[src/rtl/alu_muldiv.sv]
// alu_muldiv: registered, handshaked execute unit.
//
// Single-cycle ops (shifts, add/sub, logic, set-less-than) produce a
// response one cycle after the accept edge. MULT/MULTU run a shift-add
// multiplier and DIV/DIVU a restoring divider, one bit per cycle. A final
// FIX cycle applies sign correction and registers the response.
//
// Ports:
//   CLK, nRST            clock, synchronous active-low reset
//   req_valid/req_ready  request handshake (aluop, port_a, port_b)
//   resp_valid/resp_ready response handshake; response held until consumed
//   port_o               result, product low half or quotient
//   port_hi              product high half or remainder (0 for single-cycle)
//   overflow, zero, negative, div_zero  result flags
//
// Build option: define ALU_EARLY_TERM_EN to let MUL stop once the remaining
// multiplier bits are zero and DIV skip leading zero dividend bits. Results
// are the same; only the iterative latency changes.

module alu_muldiv #(
    parameter int WORD_W  = 32,
    parameter int SHAMT_W = $clog2(WORD_W),
    parameter int CNT_W   = $clog2(WORD_W) + 1
) (
    input  logic              CLK,
    input  logic              nRST,
    input  logic              req_valid,
    output logic              req_ready,
    input  logic [3:0]        aluop,
    input  logic [WORD_W-1:0] port_a,
    input  logic [WORD_W-1:0] port_b,
    output logic              resp_valid,
    input  logic              resp_ready,
    output logic [WORD_W-1:0] port_o,
    output logic [WORD_W-1:0] port_hi,
    output logic              overflow,
    output logic              zero,
    output logic              negative,
    output logic              div_zero
);

    localparam logic [3:0] OP_SLL  = 4'b0000;
    localparam logic [3:0] OP_SRL  = 4'b0001;
    localparam logic [3:0] OP_ADD  = 4'b0010;
    localparam logic [3:0] OP_SUB  = 4'b0011;
    localparam logic [3:0] OP_AND  = 4'b0100;
    localparam logic [3:0] OP_OR   = 4'b0101;
    localparam logic [3:0] OP_XOR  = 4'b0110;
    localparam logic [3:0] OP_NOR  = 4'b0111;
    localparam logic [3:0] OP_SLT  = 4'b1010;
    localparam logic [3:0] OP_SLTU = 4'b1011;

    typedef enum logic [1:0] {IDLE, MUL, DIV, FIX} state_t;

    state_t              state_q, state_d;
    logic [CNT_W-1:0]    cnt_q, cnt_d;
    logic [2*WORD_W-1:0] acc_q, acc_d;     // product, or {remainder, quotient}
    logic [2*WORD_W-1:0] opb_q, opb_d;     // shifted multiplicand, or divisor
    logic [WORD_W-1:0]   mplr_q, mplr_d;   // remaining multiplier bits
    logic                is_div_q, is_div_d;
    logic                neg_lo_q, neg_lo_d;  // negate product / quotient
    logic                neg_hi_q, neg_hi_d;  // negate remainder
    logic                dz_q, dz_d;
    logic                resp_valid_q, resp_valid_d;
    logic [WORD_W-1:0]   port_o_q, port_o_d;
    logic [WORD_W-1:0]   port_hi_q, port_hi_d;
    logic                ovf_q, ovf_d;
    logic                zero_q, zero_d;
    logic                neg_q, neg_d;
    logic                dzf_q, dzf_d;

    function automatic logic [WORD_W-1:0] magnitude(input logic [WORD_W-1:0] v,
                                                    input logic              sgn);
        return (sgn && v[WORD_W-1]) ? -v : v;
    endfunction

`ifdef ALU_EARLY_TERM_EN
    function automatic logic [CNT_W-1:0] clz(input logic [WORD_W-1:0] v);
        logic [CNT_W-1:0] n;
        logic             found;
        n     = CNT_W'(WORD_W);
        found = 1'b0;
        for (int i = WORD_W - 1; i >= 0; i--) begin
            if (!found && v[i]) begin
                n     = CNT_W'(WORD_W - 1 - i);
                found = 1'b1;
            end
        end
        return n;
    endfunction
`endif

    // Request decode and single-cycle results
    logic                accept;
    logic                is_iter;
    logic                op_signed;
    logic [WORD_W-1:0]   a_mag, b_mag;
    logic [WORD_W-1:0]   sum, dif;
    logic [SHAMT_W-1:0]  shamt;
    logic [WORD_W-1:0]   sc_lo;
    logic                sc_ovf;
    logic                sc_legal;
`ifdef ALU_EARLY_TERM_EN
    logic [CNT_W-1:0]    a_lz;
    assign a_lz = clz(a_mag);
`endif

    assign req_ready = (state_q == IDLE) && (!resp_valid_q || resp_ready);
    assign accept    = req_valid && req_ready;
    assign is_iter   = (aluop[3:2] == 2'b11);
    assign op_signed = ~aluop[0];
    assign a_mag     = magnitude(port_a, op_signed);
    assign b_mag     = magnitude(port_b, op_signed);
    assign sum       = port_a + port_b;
    assign dif       = port_a - port_b;
    assign shamt     = port_b[SHAMT_W-1:0];

    always_comb begin
        sc_lo    = '0;
        sc_ovf   = 1'b0;
        sc_legal = 1'b1;
        case (aluop)
            OP_SLL:  sc_lo = port_a << shamt;
            OP_SRL:  sc_lo = port_a >> shamt;
            OP_ADD: begin
                sc_lo  = sum;
                sc_ovf = (port_a[WORD_W-1] == port_b[WORD_W-1]) &&
                         (sum[WORD_W-1] != port_a[WORD_W-1]);
            end
            OP_SUB: begin
                sc_lo  = dif;
                sc_ovf = (port_a[WORD_W-1] != port_b[WORD_W-1]) &&
                         (dif[WORD_W-1] != port_a[WORD_W-1]);
            end
            OP_AND:  sc_lo = port_a & port_b;
            OP_OR:   sc_lo = port_a | port_b;
            OP_XOR:  sc_lo = port_a ^ port_b;
            OP_NOR:  sc_lo = ~(port_a | port_b);
            OP_SLT:  sc_lo = {{(WORD_W-1){1'b0}}, ($signed(port_a) < $signed(port_b))};
            OP_SLTU: sc_lo = {{(WORD_W-1){1'b0}}, (port_a < port_b)};
            // Illegal codes land here; iterative codes never use sc_*.
            default: sc_legal = 1'b0;
        endcase
    end

    // Iteration datapath
    logic [WORD_W:0]     div_part, div_diff;
    logic [2*WORD_W-1:0] prod_fix;
    logic [WORD_W-1:0]   quo_fix, rem_fix;
    logic [WORD_W-1:0]   res_lo, res_hi;

    // Partial remainder shifted left with the next dividend bit brought in.
    assign div_part = acc_q[2*WORD_W-1:WORD_W-1];
    assign div_diff = div_part - {1'b0, opb_q[WORD_W-1:0]};
    assign prod_fix = neg_lo_q ? -acc_q : acc_q;
    assign quo_fix  = neg_lo_q ? -acc_q[WORD_W-1:0] : acc_q[WORD_W-1:0];
    assign rem_fix  = neg_hi_q ? -acc_q[2*WORD_W-1:WORD_W] : acc_q[2*WORD_W-1:WORD_W];

    always_comb begin
        state_d      = state_q;
        cnt_d        = cnt_q;
        acc_d        = acc_q;
        opb_d        = opb_q;
        mplr_d       = mplr_q;
        is_div_d     = is_div_q;
        neg_lo_d     = neg_lo_q;
        neg_hi_d     = neg_hi_q;
        dz_d         = dz_q;
        resp_valid_d = resp_valid_q && !resp_ready;
        port_o_d     = port_o_q;
        port_hi_d    = port_hi_q;
        ovf_d        = ovf_q;
        zero_d       = zero_q;
        neg_d        = neg_q;
        dzf_d        = dzf_q;
        res_lo       = '0;
        res_hi       = '0;

        case (state_q)
            IDLE: begin
                if (accept) begin
                    if (!is_iter) begin
                        port_o_d     = sc_lo;
                        port_hi_d    = '0;
                        ovf_d        = sc_ovf;
                        zero_d       = sc_legal && (sc_lo == '0);
                        neg_d        = sc_lo[WORD_W-1];
                        dzf_d        = 1'b0;
                        resp_valid_d = 1'b1;
                    end else begin
                        cnt_d    = '0;
                        dz_d     = 1'b0;
                        is_div_d = aluop[1];
                        neg_lo_d = op_signed && (port_a[WORD_W-1] ^ port_b[WORD_W-1]);
                        if (!aluop[1]) begin
                            acc_d    = '0;
                            opb_d    = {{WORD_W{1'b0}}, a_mag};
                            mplr_d   = b_mag;
                            neg_hi_d = 1'b0;
                            state_d  = MUL;
`ifdef ALU_EARLY_TERM_EN
                            if (b_mag == '0) state_d = FIX;
`endif
                        end else begin
                            opb_d    = {{WORD_W{1'b0}}, b_mag};
                            neg_hi_d = op_signed && port_a[WORD_W-1];
                            if (port_b == '0) begin
                                // Preload the divide-by-zero result; FIX passes it through.
                                dz_d    = 1'b1;
                                acc_d   = {port_a, {WORD_W{1'b1}}};
                                state_d = FIX;
                            end else begin
`ifdef ALU_EARLY_TERM_EN
                                if (a_lz == CNT_W'(WORD_W)) begin
                                    acc_d   = '0;
                                    state_d = FIX;
                                end else begin
                                    // Leading zero bits would only shift zeros into the remainder.
                                    acc_d   = {{WORD_W{1'b0}}, a_mag << a_lz};
                                    cnt_d   = a_lz;
                                    state_d = DIV;
                                end
`else
                                acc_d   = {{WORD_W{1'b0}}, a_mag};
                                state_d = DIV;
`endif
                            end
                        end
                    end
                end
            end

            MUL: begin
                if (mplr_q[0]) acc_d = acc_q + opb_q;
                opb_d  = opb_q << 1;
                mplr_d = mplr_q >> 1;
                cnt_d  = cnt_q + 1'b1;
                if (cnt_q == CNT_W'(WORD_W - 1)) state_d = FIX;
`ifdef ALU_EARLY_TERM_EN
                if ((mplr_q >> 1) == '0) state_d = FIX;
`endif
            end

            DIV: begin
                if (!div_diff[WORD_W]) begin
                    acc_d = {div_diff[WORD_W-1:0], acc_q[WORD_W-2:0], 1'b1};
                end else begin
                    acc_d = {div_part[WORD_W-1:0], acc_q[WORD_W-2:0], 1'b0};
                end
                cnt_d = cnt_q + 1'b1;
                if (cnt_q == CNT_W'(WORD_W - 1)) state_d = FIX;
            end

            FIX: begin
                if (dz_q) begin
                    res_lo = acc_q[WORD_W-1:0];
                    res_hi = acc_q[2*WORD_W-1:WORD_W];
                end else if (is_div_q) begin
                    res_lo = quo_fix;
                    res_hi = rem_fix;
                end else begin
                    res_lo = prod_fix[WORD_W-1:0];
                    res_hi = prod_fix[2*WORD_W-1:WORD_W];
                end
                port_o_d     = res_lo;
                port_hi_d    = res_hi;
                ovf_d        = 1'b0;
                zero_d       = (res_lo == '0);
                neg_d        = res_lo[WORD_W-1];
                dzf_d        = dz_q;
                resp_valid_d = 1'b1;
                state_d      = IDLE;
            end

            default: state_d = IDLE;
        endcase
    end

    // Control and response registers
    always_ff @(posedge CLK) begin
        if (!nRST) begin
            state_q      <= IDLE;
            cnt_q        <= '0;
            is_div_q     <= 1'b0;
            neg_lo_q     <= 1'b0;
            neg_hi_q     <= 1'b0;
            dz_q         <= 1'b0;
            resp_valid_q <= 1'b0;
            port_o_q     <= '0;
            port_hi_q    <= '0;
            ovf_q        <= 1'b0;
            zero_q       <= 1'b0;
            neg_q        <= 1'b0;
            dzf_q        <= 1'b0;
        end else begin
            state_q      <= state_d;
            cnt_q        <= cnt_d;
            is_div_q     <= is_div_d;
            neg_lo_q     <= neg_lo_d;
            neg_hi_q     <= neg_hi_d;
            dz_q         <= dz_d;
            resp_valid_q <= resp_valid_d;
            port_o_q     <= port_o_d;
            port_hi_q    <= port_hi_d;
            ovf_q        <= ovf_d;
            zero_q       <= zero_d;
            neg_q        <= neg_d;
            dzf_q        <= dzf_d;
        end
    end

    // Iteration registers: always reloaded at accept, so no reset needed
    always_ff @(posedge CLK) begin
        acc_q  <= acc_d;
        opb_q  <= opb_d;
        mplr_q <= mplr_d;
    end

    assign resp_valid = resp_valid_q;
    assign port_o     = port_o_q;
    assign port_hi    = port_hi_q;
    assign overflow   = ovf_q;
    assign zero       = zero_q;
    assign negative   = neg_q;
    assign div_zero   = dzf_q;

endmodule
[config.mk]
export PLATFORM = sky130hd
export DESIGN_NAME = alu_muldiv
export DESIGN_NICKNAME = d
export VERILOG_FILES = /design/src/rtl/alu_muldiv.sv
export SDC_FILE = /design/constraint.sdc
export NUM_CORES = 1
export LEC_CHECK = 0
export ABC_AREA = 1
export BUFFER_PORTS_ARGS = -buffer_cell sky130_fd_sc_hd__buf_2
export CORE_UTILIZATION = 59
export DETAILED_ROUTE_END_ITERATION = 16
export PLACE_DENSITY = 0.84
export SETUP_SLACK_MARGIN = 0.5
export SLEW_MARGIN = 20
export SYNTH_ARGS = -nofsm -noshare
export SYNTH_HDL_FRONTEND = slang
export SYNTH_SLANG_ARGS = --single-unit
[constraint.sdc]
create_clock -name CLK -period 8.51 [get_ports CLK]
set_input_delay 2.1275 -clock CLK [delete_from_list [all_inputs] [get_ports CLK]]
set_output_delay 2.1275 -clock CLK [all_outputs]
set_load 0.01 [all_outputs]
==> impl_results.md, run 1 <==
* Yosys reg bits at 240
* Setup Fix Bufs, Post-CTS at 0
* Die W at 234 um
* Stop stage: global routing
* Async set-reset flop share out of synthesis at 0
* Die height at 234 um
* Total CTS buffers at 25
* Sequential area share after synthesis at 0.202
* Synth unique cells at 60
* EDFF count, synth at 160
* Synthesized instance count at 5419
* Mapped cell area at 31700 um2
* Overall Global Routing Usage at 0.649
* GP Congestion at between 1 and 1.5
* # placed instances at 6081
* PostCTS Resize Cnt at 0
* IO Pins at 142
* CTS root buffer: clkbuf_16
* Initial Util at 0.600
* Syn Area/Cell at 5.85 um2
* GRT overflow at 1
* Row cnt at 84
* H-tree levels at 1
* First error: [ERROR GRT-0116] Global routing finished with congestion. Check the congestion regions in the DRC Viewer.
* Mapped Nets at between 5000 and 6000
* IO Port Bufs at 141
* DP HPWL at approximately 130 mm
* Main synth FF type: edfxtp_1
* Synth Warn # at 0
* CTS Hold Buffers Added at 0
* First-pass GRT wire length at 260 mm
* Outcome: aborted with a tool error
* Vias in the first global route at 39000
* Worst-case clock buffer depth at 3
* Largest net degree at the start of global routing at 78
* Number of clock sinks at 240
-- synthesized netlist by cell type (19+ instances only) --
library cell | number | area (um2)
nand3_1 | 611 | 3060
ha_1 | 218 | 2730
nor2_1 | 546 | 2050
nor3_1 | 57 | 285
xnor2_1 | 23 | 201
xor2_1 | 110 | 963
edfxtp_1 | 160 | 4800
o22ai_1 | 44 | 275
nor2_2 | 19 | 119
a31oi_1 | 20 | 125
o21ai_0 | 337 | 1690
buf_2 | 52 | 260
o211ai_1 | 44 | 330
buf_1 | 25 | 93.8
clkbuf_1 | 87 | 327
inv_1 | 682 | 2560
o21ai_1 | 24 | 120
a21oi_1 | 369 | 1850
dfxtp_1 | 80 | 1600
nand2_1 | 1619 | 6080
nand4_1 | 70 | 438
-- metrics by stage --
step	util	worst slack [ps]	cell area, um2	hold WS, ps
floorplan	-	2600	31700	448
global placement	0.617	2410	32600	448
detailed placement	0.617	2390	32600	452
CTS	0.633	2950	33400	461
-- cells by family after synthesis --
| family | synth area share |
|---|---|
| flops | 0.202 |
| compound gates | 0.162 |
| buf+inv | 0.113 |
| xor+xnor | 0.0368 |
| fa+ha+maj | 0.0886 |
| simple gates | 0.398 |
-- routing by layer --
| layer | GRT usage | overflow |
|---|---|---|
| met5 | 0.0813 | 0 |
| met4 | 0.627 | 1 |
| met3 | 0.371 | 0 |
| met2 | 0.869 | 0 |
| met1 | 0.698 | 0 |
==> run 2: changes to the inputs <==
--- a/config.mk
+++ b/config.mk
@@ -7,10 +7,9 @@
 export LEC_CHECK = 0
 export ABC_AREA = 1
 export BUFFER_PORTS_ARGS = -buffer_cell sky130_fd_sc_hd__buf_2
-export CORE_UTILIZATION = 59
+export CORE_UTILIZATION = 40
 export DETAILED_ROUTE_END_ITERATION = 16
-export PLACE_DENSITY = 0.84
-export SETUP_SLACK_MARGIN = 0.5
+export PLACE_DENSITY_LB_ADDON = 0.15
 export SLEW_MARGIN = 20
 export SYNTH_ARGS = -nofsm -noshare
 export SYNTH_HDL_FRONTEND = slang
==> run 2 against run 1 <==
Compared with the run above:
- the run now ends clean
- area after synthesis is the same
- synthesized cell count is the same
==> impl_results.md, run 2 <==
* Data arrival time of the worst path at 6780 ps
* DP HPWL at 150 mm
* Row cnt at ~100
* Initial antenna violation count at 6
* Post-synth top area cell: nand2_1
* Max-Cap Viols at 0
* H-tree levels at 1
* P per Cell Area at 240 nW/um2
* Worst R2R Path Depth at 13
* Synth top area share at 0.192
* WHS at 462 ps
* Initial Util at 0.407
* Largest net degree at the start of global routing at 70
* Placed cell area at 33200 um2
* Setup crit end kind: flip-flop
* Setup-failing EPs final at 0
* Synth unique cells at 60
* Core ar. at 77800 um2
* Final WL at 184 mm
* Mapped cell area at 31700 um2
* Worst-case clock buffer depth at 3
* Clock-pin slew on the worst setup and hold paths at 70 ps
* Final nets at 5738
* Final Cell Area at roughly 34000 um2
* Async set-reset flop share out of synthesis at 0
* Min Clock Period, post-route at between 6000 and 7000 ps
* Yosys reg bits at 240
* Post-DR wirelength/cell at 28.3 um
* Number of clock sinks at 240
* Most frequent cell after synthesis: nand2_1
* Slew Limit Headroom at 0.202
* Mapped Nets at ~5700
* Biggest regs: acc_q: 64 flops, opb_q: 64 flops
* Total CTS buffers at 27
* Syn Area/Cell at 5.85 um2
* # DRC at 0
* Highest clock rate at between 0.15 and 0.2 GHz
* Req. time, crit path at roughly 9000 ps
* Clock tree from TritonCTS: yes
* Power Total at 8.17 mW
* Die height at around 280 um
* Setup Fix Bufs, Post-CTS at 0
* EDFF count, synth at 160
* GP Congestion at 1.16
* Routed Antenna Nets at 0
* Hold Path Class: reg2reg
* Least-Margin Pin Slew at between 1000 and 1500 ps
* Via count at roughly 39000
* Largest fanout on the critical path at 37
* Via density at 5.94
* Commonest non-fill, non-tap cell in the layout: nand2_1
* Worst slack at placement at 1880 ps
* Kind of critical path: in2reg
* CTS root buffer: clkbuf_16
* Worst setup SP type: input pin
* IO Port Bufs at 141
* Outcome: completed
* PnR worst setup slack at approximately 2200 ps
* Area contributors post-synth: nand2_1 19%, edfxtp_1 15%, nand3_1 9.7%, ha_1 8.6%, inv_1 8.1%
* Commonest non-fill, non-tap cells in the layout: 1618 x nand2_1, 681 x inv_1, 611 x nand3_1
* Sequential area share after synthesis at 0.202
* First-pass DRT Iterations at 7
* First-pass GRT wire length at ~260 mm
* Period utilization at 0.744
* RSZ-0062 raised after global routing: false
* Share of layout cells above drive strength 1 at 0.0584
* Main synth FF type: edfxtp_1
* Die W at 283 um
* Clk_lat worst skew at 580 ps
* IO Pins at approximately 140
* Final hold violation count at 0
* Fill count at 8800
* PostCTS Resize Cnt at 0
* Hold path depth at 2
* Area of the die at 80300 um2
* Most common library cells after synthesis: 1619 x nand2_1, 682 x inv_1, 611 x nand3_1
* VDD IR max at 0.159 mV
* Starting DRT DRC Count at between 4000 and 5000
* Overall Global Routing Usage at 0.441
* Max Clock Skew at 20.7 ps
* Sum of negative setup slack at 0 ps
* Lkg Pwr at 16.4 nW
* Synthesized instance count at 5419
* CTS Hold Buffers Added at 0
* Layout area overhead at 7.52%
* Vias in the first global route at 35900
* GRT overflow at 0
* Slew Viols, Final at 0
* Synth Warn # at 0
run 2: cell counts after synthesis:
No cell type changed its count.
run 2: path summary, 6_finish.rpt:
kind	to	start	slack, ps
setup / recovery	acc_q[33]$_DFFE_PP_	port_b[0]	2180
hold / removal	port_hi[28]$_SDFFE_PN0P_	port_hi[28]$_SDFFE_PN0P_	460
setup reg to reg	acc_q[37]$_DFFE_PP_	acc_q[49]$_DFFE_PP_	3990
hold reg to reg	port_hi[28]$_SDFFE_PN0P_	port_hi[28]$_SDFFE_PN0P_	460
run 2: power breakdown:
part	switching, mW	internal [mW]	total (mW)	leakage (nW)
combinational	3.62	1.32	4.94	13.8
clock	0.551	0.678	1.23	0.431
sequential	0.407	1.60	2.00	2.16
total	4.57	3.60	8.17	16.4
run 2: area by class of cell:
cell class	count	area [um2]	area share
Tap cell	1040	1300	0.0382
Multi-Input combinational cell	4285	21800	0.639
Clock buffer	35	737	0.0216
Antenna cell	5	12.5	0.000367
Timing Repair Buffer	189	1070	0.0313
Sequential cell	240	6410	0.188
Clock inverter	13	144	0.00422
Inverter	701	2630	0.0773
run 2: stage by stage:
step,std cells,util
CTS,6503,0.437
detailed placement,6455,0.426
global placement,6455,0.426
global route,6504,0.437
floorplan,5419,-
finish,6508,0.437
run 2: layer usage:
metal / global-route usage / routed length, um / up-vias
met3: 0.0893 / 17100 / 612
met1: 0.513 / 67800 / 17900
met5: 0 / 32 / -
met4: 0.370 / 19000 / 4
met2: 0.698 / 80200 / 2276
li1: - / - / 17800
run 2: logic make-up (layout without fill, tap and decap cells):
logic type	Yosys count	in the layout	synth area share
and+or+nand+nor	2999	2999	0.398
AOI/OAI and AO/OA	931	931	0.162
buffers and inverters	894	938	0.113
DFF	240	240	0.202
adders and majority gates	222	222	0.0886
xor gates and xnor gates	133	133	0.0368
other	0	5	0
run 2: worst max-delay path, cell delays in order:
cell and delay, ps:
buf_2 370, inv_2 720, ha_1 260, inv_1 70
nor3_4 180, nand2_2 100, nor3_4 200, nand3_2 130
inv_1 100, nand4_1 130, nor2_1 680, nand2_1 410
inv_2 590, nand2_1 430, nand2_1 180
Note: power is estimated with default switching activity, not from simulation.
